<file path="src/rtl/pio_pkg.sv">
// Shared constants and types for the Avalon-MM parallel I/O controller.
// Register offsets, bus width and edge-detect mode encoding.
package pio_pkg;

    localparam int BUS_W = 32;

    localparam logic [2:0] REG_DATA     = 3'd0;
    localparam logic [2:0] REG_DIR      = 3'd1;
    localparam logic [2:0] REG_IRQ_MASK = 3'd2;
    localparam logic [2:0] REG_EDGE_CAP = 3'd3;
    localparam logic [2:0] REG_OUT_SET  = 3'd4;
    localparam logic [2:0] REG_OUT_CLR  = 3'd5;

    typedef enum logic [1:0] {
        RISING  = 2'd0,
        FALLING = 2'd1,
        BOTH    = 2'd2
    } edge_mode_t;

endpackage

</file>
<file path="src/rtl/pio_sync_edge.sv">
// Input synchroniser chain plus one-cycle history for edge detection.
// edge_pulse is combinational from registered state only.
module pio_sync_edge
    import pio_pkg::*;
#(
    parameter int WIDTH       = 8,
    parameter int SYNC_STAGES = 2,
    parameter int EDGE_MODE   = 0
) (
    input  logic             clk,
    input  logic             rst_n,
    input  logic [WIDTH-1:0] din,
    output logic [WIDTH-1:0] sync_q,
    output logic [WIDTH-1:0] edge_pulse
);

    localparam edge_mode_t MODE = edge_mode_t'(EDGE_MODE);

    logic [SYNC_STAGES-1:0][WIDTH-1:0] chain;
    logic [WIDTH-1:0]                  hist;

    always_ff @(posedge clk or negedge rst_n) begin
        if (!rst_n) begin
            chain <= '0;
            hist  <= '0;
        end else begin
            chain <= {chain[SYNC_STAGES-2:0], din};
            hist  <= chain[SYNC_STAGES-1];
        end
    end

    assign sync_q = chain[SYNC_STAGES-1];

    always_comb begin
        edge_pulse = '0;
        case (MODE)
            RISING:  edge_pulse = sync_q & ~hist;
            FALLING: edge_pulse = ~sync_q & hist;
            BOTH:    edge_pulse = sync_q ^ hist;
            default: edge_pulse = '0;
        endcase
    end

endmodule

</file>
<file path="src/rtl/avmm_pio_ctrl.sv">
// Avalon-MM PIO: data/direction registers, atomic set/clear,
// edge capture with write-1-to-clear and a maskable level irq.
module avmm_pio_ctrl
    import pio_pkg::*;
#(
    parameter int               WIDTH       = 8,
    parameter logic [WIDTH-1:0] OUT_RESET   = '0,
    parameter logic [WIDTH-1:0] DIR_RESET   = '1,
    parameter int               EDGE_MODE   = 0,
    parameter int               SYNC_STAGES = 2
) (
    input  logic             clk_clk,
    input  logic             reset_reset_n,
    input  logic [2:0]       avs_address,
    input  logic             avs_read,
    input  logic             avs_write,
    input  logic [31:0]      avs_writedata,
    output logic [31:0]      avs_readdata,
    output logic             avs_readdatavalid,
    input  logic [WIDTH-1:0] pio_in,
    output logic [WIDTH-1:0] pio_out,
    output logic [WIDTH-1:0] pio_oe,
    output logic             irq
);

    logic [WIDTH-1:0] irq_mask;
    logic [WIDTH-1:0] edge_cap;
    logic [WIDTH-1:0] sync_in;
    logic [WIDTH-1:0] edge_pulse;
    logic [WIDTH-1:0] wdata;
    logic [WIDTH-1:0] cap_clr;
    logic [WIDTH-1:0] rd_val;
    logic             wr_data, wr_dir, wr_mask, wr_set, wr_clr;

    pio_sync_edge #(
        .WIDTH       (WIDTH),
        .SYNC_STAGES (SYNC_STAGES),
        .EDGE_MODE   (EDGE_MODE)
    ) u_sync (
        .clk        (clk_clk),
        .rst_n      (reset_reset_n),
        .din        (pio_in),
        .sync_q     (sync_in),
        .edge_pulse (edge_pulse)
    );

    assign wdata   = WIDTH'(avs_writedata);
    assign wr_data = avs_write && (avs_address == REG_DATA);
    assign wr_dir  = avs_write && (avs_address == REG_DIR);
    assign wr_mask = avs_write && (avs_address == REG_IRQ_MASK);
    assign wr_set  = avs_write && (avs_address == REG_OUT_SET);
    assign wr_clr  = avs_write && (avs_address == REG_OUT_CLR);
    assign cap_clr = (avs_write && (avs_address == REG_EDGE_CAP)) ? wdata : '0;

    // Reads see the registered (pre-write) state of this cycle.
    always_comb begin
        rd_val = '0;
        case (avs_address)
            REG_DATA:     rd_val = (pio_out & pio_oe) | (sync_in & ~pio_oe);
            REG_DIR:      rd_val = pio_oe;
            REG_IRQ_MASK: rd_val = irq_mask;
            REG_EDGE_CAP: rd_val = edge_cap;
            default:      rd_val = '0;
        endcase
    end

    always_ff @(posedge clk_clk or negedge reset_reset_n) begin
        if (!reset_reset_n) begin
            pio_out           <= OUT_RESET;
            pio_oe            <= DIR_RESET;
            irq_mask          <= '0;
            edge_cap          <= '0;
            avs_readdata      <= '0;
            avs_readdatavalid <= 1'b0;
            irq               <= 1'b0;
        end else begin
            unique case (1'b1)
                wr_data: pio_out  <= wdata;
                wr_set:  pio_out  <= pio_out | wdata;
                wr_clr:  pio_out  <= pio_out & ~wdata;
                wr_dir:  pio_oe   <= wdata;
                wr_mask: irq_mask <= wdata;
                default: ;
            endcase
            // A fresh edge outranks a clear of the same bit.
            edge_cap          <= (edge_cap & ~cap_clr) | edge_pulse;
            irq               <= |(edge_cap & irq_mask);
            avs_readdatavalid <= avs_read;
            if (avs_read) begin
                avs_readdata <= BUS_W'(rd_val);
            end
        end
    end

    always_ff @(posedge clk_clk) begin
        assert (WIDTH >= 1 && WIDTH <= 32);
        assert (SYNC_STAGES >= 2 && SYNC_STAGES <= 4);
        assert (EDGE_MODE >= 0 && EDGE_MODE <= 2);
    end

endmodule

</file>
<file path="config.mk">
export PLATFORM = sky130hd
export DESIGN_NAME = avmm_pio_ctrl
export DESIGN_NICKNAME = d
export VERILOG_FILES = /design/src/rtl/pio_pkg.sv /design/src/rtl/pio_sync_edge.sv /design/src/rtl/avmm_pio_ctrl.sv
export SDC_FILE = /design/constraint.sdc
export NUM_CORES = 1
export LEC_CHECK = 0
export ABC_AREA = 1
export CAP_MARGIN = 25
export CORE_ASPECT_RATIO = 1.1
export CORE_MARGIN = 1
export CORE_UTILIZATION = 40
export CTS_BUF_LIST = sky130_fd_sc_hd__clkbuf_8
export CTS_CLUSTER_SIZE = 12
export DETAILED_ROUTE_END_ITERATION = 7
export GPL_ROUTABILITY_DRIVEN = 0
export PLACE_DENSITY = 0.74
export SKIP_LAST_GASP = 1
export SLEW_MARGIN = 20
export SYNTH_ARGS = -nofsm -noshare
export SYNTH_HDL_FRONTEND = slang
export SYNTH_SLANG_ARGS = --single-unit
</file>
<file path="constraint.sdc">
create_clock -name clk_clk -period 1.05 [get_ports clk_clk]
set_clock_uncertainty 0.15 [all_clocks]
set_input_delay 0.1575 -clock clk_clk [delete_from_list [all_inputs] [get_ports clk_clk]]
set_output_delay 0.1575 -clock clk_clk [all_outputs]
set_load 0.01 [all_outputs]
</file>
Yosys cells after proc, flatten, opt, wreduce, memory -nomap -nowiden
Index checks and enable logic that the tools add are counted.

Memory bits (read-only): 0. Memories kept: 0. Word-level logic and storage cells: 40. Bits in writable memories: 0. Latch bits: 0. Flip-flop bits (word level): 66. Bits of input ports: 47.

Reduce and logical (&&, ||, !) cells: 9. Bitwise gates (word level): 13. $mul: 0. Eq/ne operators: 5. $lt $le $gt $ge: 0. Shifts and indexed selects: 0. Multiplexer cells: 3. $add $sub $neg: 0. Div/mod/pow operators: 0.

Operator list (count): $and 8x8->8 (6); $not 8->8 (4); $pmux 8 s4 (1); $or 8x8->8 (3); $pmux 8 s3 (1); $mux 8 (1); $reduce_or 8->1 (1); $eq 3x2->1 const B (2); $eq 3x3->1 const B (2); $logic_and 1x1->1 (6); $eq 3x1->1 const B (1); $logic_not 3->1 (1); $reduce_bool 3->1 (1).

Logic depth before layout (Yosys ltp)
Depth after elaboration: 6. Gate-level depth with buffers: 8.

Modules after synthesis
From an unflattened synthesis, not the netlist that was laid out.

Cells, all modules: 339. Area, all modules: 3088.0 µm².

By module, submodules not included: avmm_pio_ctrl (instances 1, area each 2347.3 µm², sequential area each 1061.0 µm², cells each 291); pio_sync_edge (instances 1, area each 740.7 µm², sequential area each 600.6 µm², cells each 48).

Least setup slack after synthesis
No wires, ideal clock.

Kind: register to register. From: register pio_oe[7]. To: register avs_readdata[7]. Arrival time: 930 ps. Path slack: -151 ps. Data required time: 779 ps. Path buffers: 0. Period minus slack after synthesis: 1201 ps. Setup time: 121 ps. Cell stages (with the launch flop): 8. Cell sequence: dfstp_2 -> inv_1 -> nand2_1 -> nand2_1 -> nand2_1 -> nand2_1 -> o21bai_1 -> nand2_1.

Longest elaborated chain between the ends: 4.

Ends and longest elaborated chain: from (decl) (line avmm_pio_ctrl.sv:22) `output logic [WIDTH-1:0] pio_oe,`; from (signal assigned) (line avmm_pio_ctrl.sv:81) `wr_dir: pio_oe <= wdata;`; $not 8->8 (line avmm_pio_ctrl.sv:59) `REG_DATA: rd_val = (pio_out & pio_oe) | (sync_in & ~pio_oe);`; $and 8x8->8 (line avmm_pio_ctrl.sv:59); $or 8x8->8 (line avmm_pio_ctrl.sv:59); $pmux 8 s4 (*) (line avmm_pio_ctrl.sv:58) `case (avs_address)`; to (signal assigned) (line avmm_pio_ctrl.sv:90) `avs_readdata <= BUS_W'(rd_val);`; to (decl) (line avmm_pio_ctrl.sv:18) `output logic [31:0] avs_readdata,`.

Mark *: on every way between the ends. The rest lies on a longest branch, timed or not. A chain may end at the register's enable or synchronous reset.

Worst setup path after layout
From: register pio_oe[4]. To: register avs_readdata[4].

The elaborated chain is that of the path after synthesis.

==> metrics.txt <==
Clock Tree Buf Depth=2; clock group share of total power=31.0%; Worst path slowest cell=dfstp_2; DRT Pass-1 Iters=7; ys flop type=dfrtp_1; root buffer cell=clkbuf_8; Setup CP Type=flop to flop; fillers=574; Yosys reg bits=66; Critical Path Max Stage Delay=0.55 ns; Cells on Worst Hold Path=1; most common cell in the synthesized netlist=nand2_1; TritonCTS clock tree=yes; latest clock arrival within the worst-skew pair=0.35 ns; DP Area=0.00380 mm²; total global-route track usage=20.7%; worst-path fanout max=3; count of input and output buffers=48; Int Pwr=5070 µW; pwr dens=1650 mW/mm²; first-pass GRT wire length=12200 µm; crit path DAT=1.47 ns; Via Count=2612; Reg power frac=43.2%; post-synthesis to final-layout area growth=46.1%; max_cap viols=0; initial antenna violation count=0; Ports=97; die extent in x=83.9 µm; Seq/Total Area, Yosys=56.3%; Sw Pwr=2040 µW; area of the multi-input gates=0.00113 mm²; Avg Cell Area, Syn=9.14 µm²; Crit path required time=1.13 ns; die area=0.00773 mm²; vias in the first global route=2545; Design Area, Final=0.00431 mm²; Sequential Area=0.00166 mm²; violated checks=design-rule violations, negative setup slack; Residual DRC=14; Final Util=60.9%; DR iter-0 viols=251; Async SR Flop Fraction=100%; combinational power share=25.8%; number of synthesized flops with an enable pin=0; Die Ht=92.1 µm; cell mode on critical path=nand2_1; Sw Ratio=28.7%; core area=0.00709 mm²; critical path endpoint category=flop; grt ovf=0; Warnings, synthesis=0; Post-synth top cells=113 x nand2_1, 58 x dfrtp_1, 28 x inv_1; antenna violation net count after detailed routing=0; Mapped Area=0.00295 mm²; Final Max Tran Viols=0; total wire length=7500 µm; Synth top area share=49.2%; DR vias/cell=4.78; wire per inst=13.7 µm; largest net degree at the start of global routing=44; Min-Delay Path Class=primary input to flop; Final WS setup=-0.334 ns; DP HPWL=4680 µm; cell taking the most area after synthesis=dfrtp_1; CTS sink cnt=66; share of layout cells above drive strength 1=38.5%; TNS Setup=-6.86 ns; largest cells by area after synthesis=dfrtp_1 49%, nand2_1 14%, dfstp_2 7.1%; Finished Layout Cells=547; Starting Density=41.7%; CTS buffer count=9; Final #Nets=504; min Tclk post-route=1.38 ns; worst r2r path cells=8; status=finished, violations left; Final Hold Vio Count=0; Worst Hold Slack=0.0911 ns; placed cells=500; H-tree depth=3; # diodes=0; count of cell types in the netlist=21; Rows=32; Worst setup SP type=flop; VDD IR max=979 µV; Tcrit/Tclk final=132%; Pleak=0.00225 µW; final setup vio count=43; crit-path cells=buf_6 -> inv_2 -> nand2_1 -> nand2_1 -> nand2_1 -> nand2_1 -> o21bai_1 -> nand2_1; Max Freq=722 MHz; RSZ-0062 raised after global routing=true; cell count after synthesis=323; clock-pin slew on the worst setup and hold paths=0.08 ns
==> final timing paths <==
check	startpoint	slack [ns]	end
min in group asynchronous	reset_reset_n	0.20	u_sync.sync_q[5]$_DFF_PN0_
max reg2reg	pio_oe[4]$_DFFE_PN1P_	-0.33	avs_readdata[4]$_DFFE_PN0P_
max in group asynchronous	reset_reset_n	0.08	u_sync.chain[5]$_DFF_PN0_
max	pio_oe[4]$_DFFE_PN1P_	-0.33	avs_readdata[4]$_DFFE_PN0P_
min	pio_in[6]	0.09	u_sync.chain[6]$_DFF_PN0_
min reg2reg	u_sync.chain[3]$_DFF_PN0_	0.20	u_sync.sync_q[3]$_DFF_PN0_
==> per-layer routing <==
| layer | global-route usage [%] | routed length, µm | up-vias |
|---|---|---|---|
| li1 | - | - | 1254 |
| met1 | 26.0 | 3210 | 1251 |
| met2 | 33.1 | 3750 | 94 |
| met3 | 4.50 | 352 | 13 |
| met4 | 11.6 | 196 | 0 |
| met5 | 0 | 0 | - |
==> power by group through the flow <==
stage | Combinational, µW | Sequential [µW] | Clock (µW)
global placement | 1480 | 3090 | 0
CTS | 1700 | 3060 | 2250
floorplan | 579 | 3190 | 0
global route | 2000 | 3100 | 2380
detailed placement | 1520 | 3100 | 0
finish | 1840 | 3070 | 2200
==> metrics by stage <==
| step | setup WS (ns) | power (µW) |
|---|---|---|
| 3_5_place_dp | -0.729 | 4630 |
| 5_1_grt | -0.381 | 7480 |
| 3_3_place_gp | -0.695 | 4580 |
| 2_1_floorplan | -0.151 | 3770 |
| 6_report | -0.334 | 7110 |
| 4_1_cts | -0.310 | 7000 |
==> worst max-delay path: cells and delay by family, from the launching register on <==
family / cells / cell delay (ns)
flops: 1 / 0.55
simple gates: 5 / 0.29
compound gates: 1 / 0.17
buf+inv: 2 / 0.13
==> final cells by class <==
| class | count | area share (%) |
|---|---|---|
| inverters | 29 | 2.64 |
| flip-flops and latches | 66 | 38.5 |
| repair buffers | 129 | 25.5 |
| well taps | 85 | 2.47 |
| multi-input cells | 222 | 26.1 |
| clock buffers | 11 | 3.51 |
| clock inverters | 5 | 1.22 |
==> logic make-up after synthesis <==
kind of cell / Yosys count / share of synthesized area (%)
other: 1 / 0.127
and+or+nand+nor: 147 / 21.8
AOI/OAI and AO/OA: 50 / 10.4
buffers and inverters: 59 / 11.4
DFF: 66 / 56.3
==> sequential cells by signal (all words and copies together), names as in the netlist, 8 cells and up <==
signal / cells
edge_cap: 8
irq_mask: 8
u_sync.hist: 8
u_sync.sync_q: 8
u_sync.chain: 8
pio_out: 8
avs_readdata: 8
pio_oe: 8
==> cell usage in the layout, fill, tap and decap left out, types with 2 or more instances in the layout <==
| cell | count |
|---|---|
| a21oi_1 | 6 |
| a21oi_2 | 2 |
| buf_12 | 4 |
| buf_2 | 22 |
| buf_4 | 57 |
| buf_6 | 23 |
| clkbuf_8 | 11 |
| clkdlybuf4s50_1 | 17 |
| clkinv_2 | 3 |
| conb_1 | 24 |
| dfrtp_1 | 58 |
| dfstp_2 | 8 |
| dlygate4sd2_1 | 2 |
| dlygate4sd3_1 | 2 |
| inv_1 | 18 |
| inv_2 | 10 |
| nand2_1 | 101 |
| nand2_2 | 11 |
| nand2_4 | 4 |
| nand3_1 | 8 |
| nand3_4 | 2 |
| nand4_1 | 9 |
| nor2_1 | 6 |
| nor2_2 | 2 |
| nor2_4 | 4 |
| o21ai_0 | 20 |
| o21ai_1 | 4 |
| o21ai_2 | 8 |
| o21bai_1 | 8 |
==> timing repair <==
item,in CTS,in global routing
pin swaps,35,29
gates cloned,0,1
buffers inserted,19,9
hold endpoints to repair,66,0
setup endpoints to repair,67,57
resized for setup,154,14
hold buffers,2,0
Power figures use the tool's default switching activity.
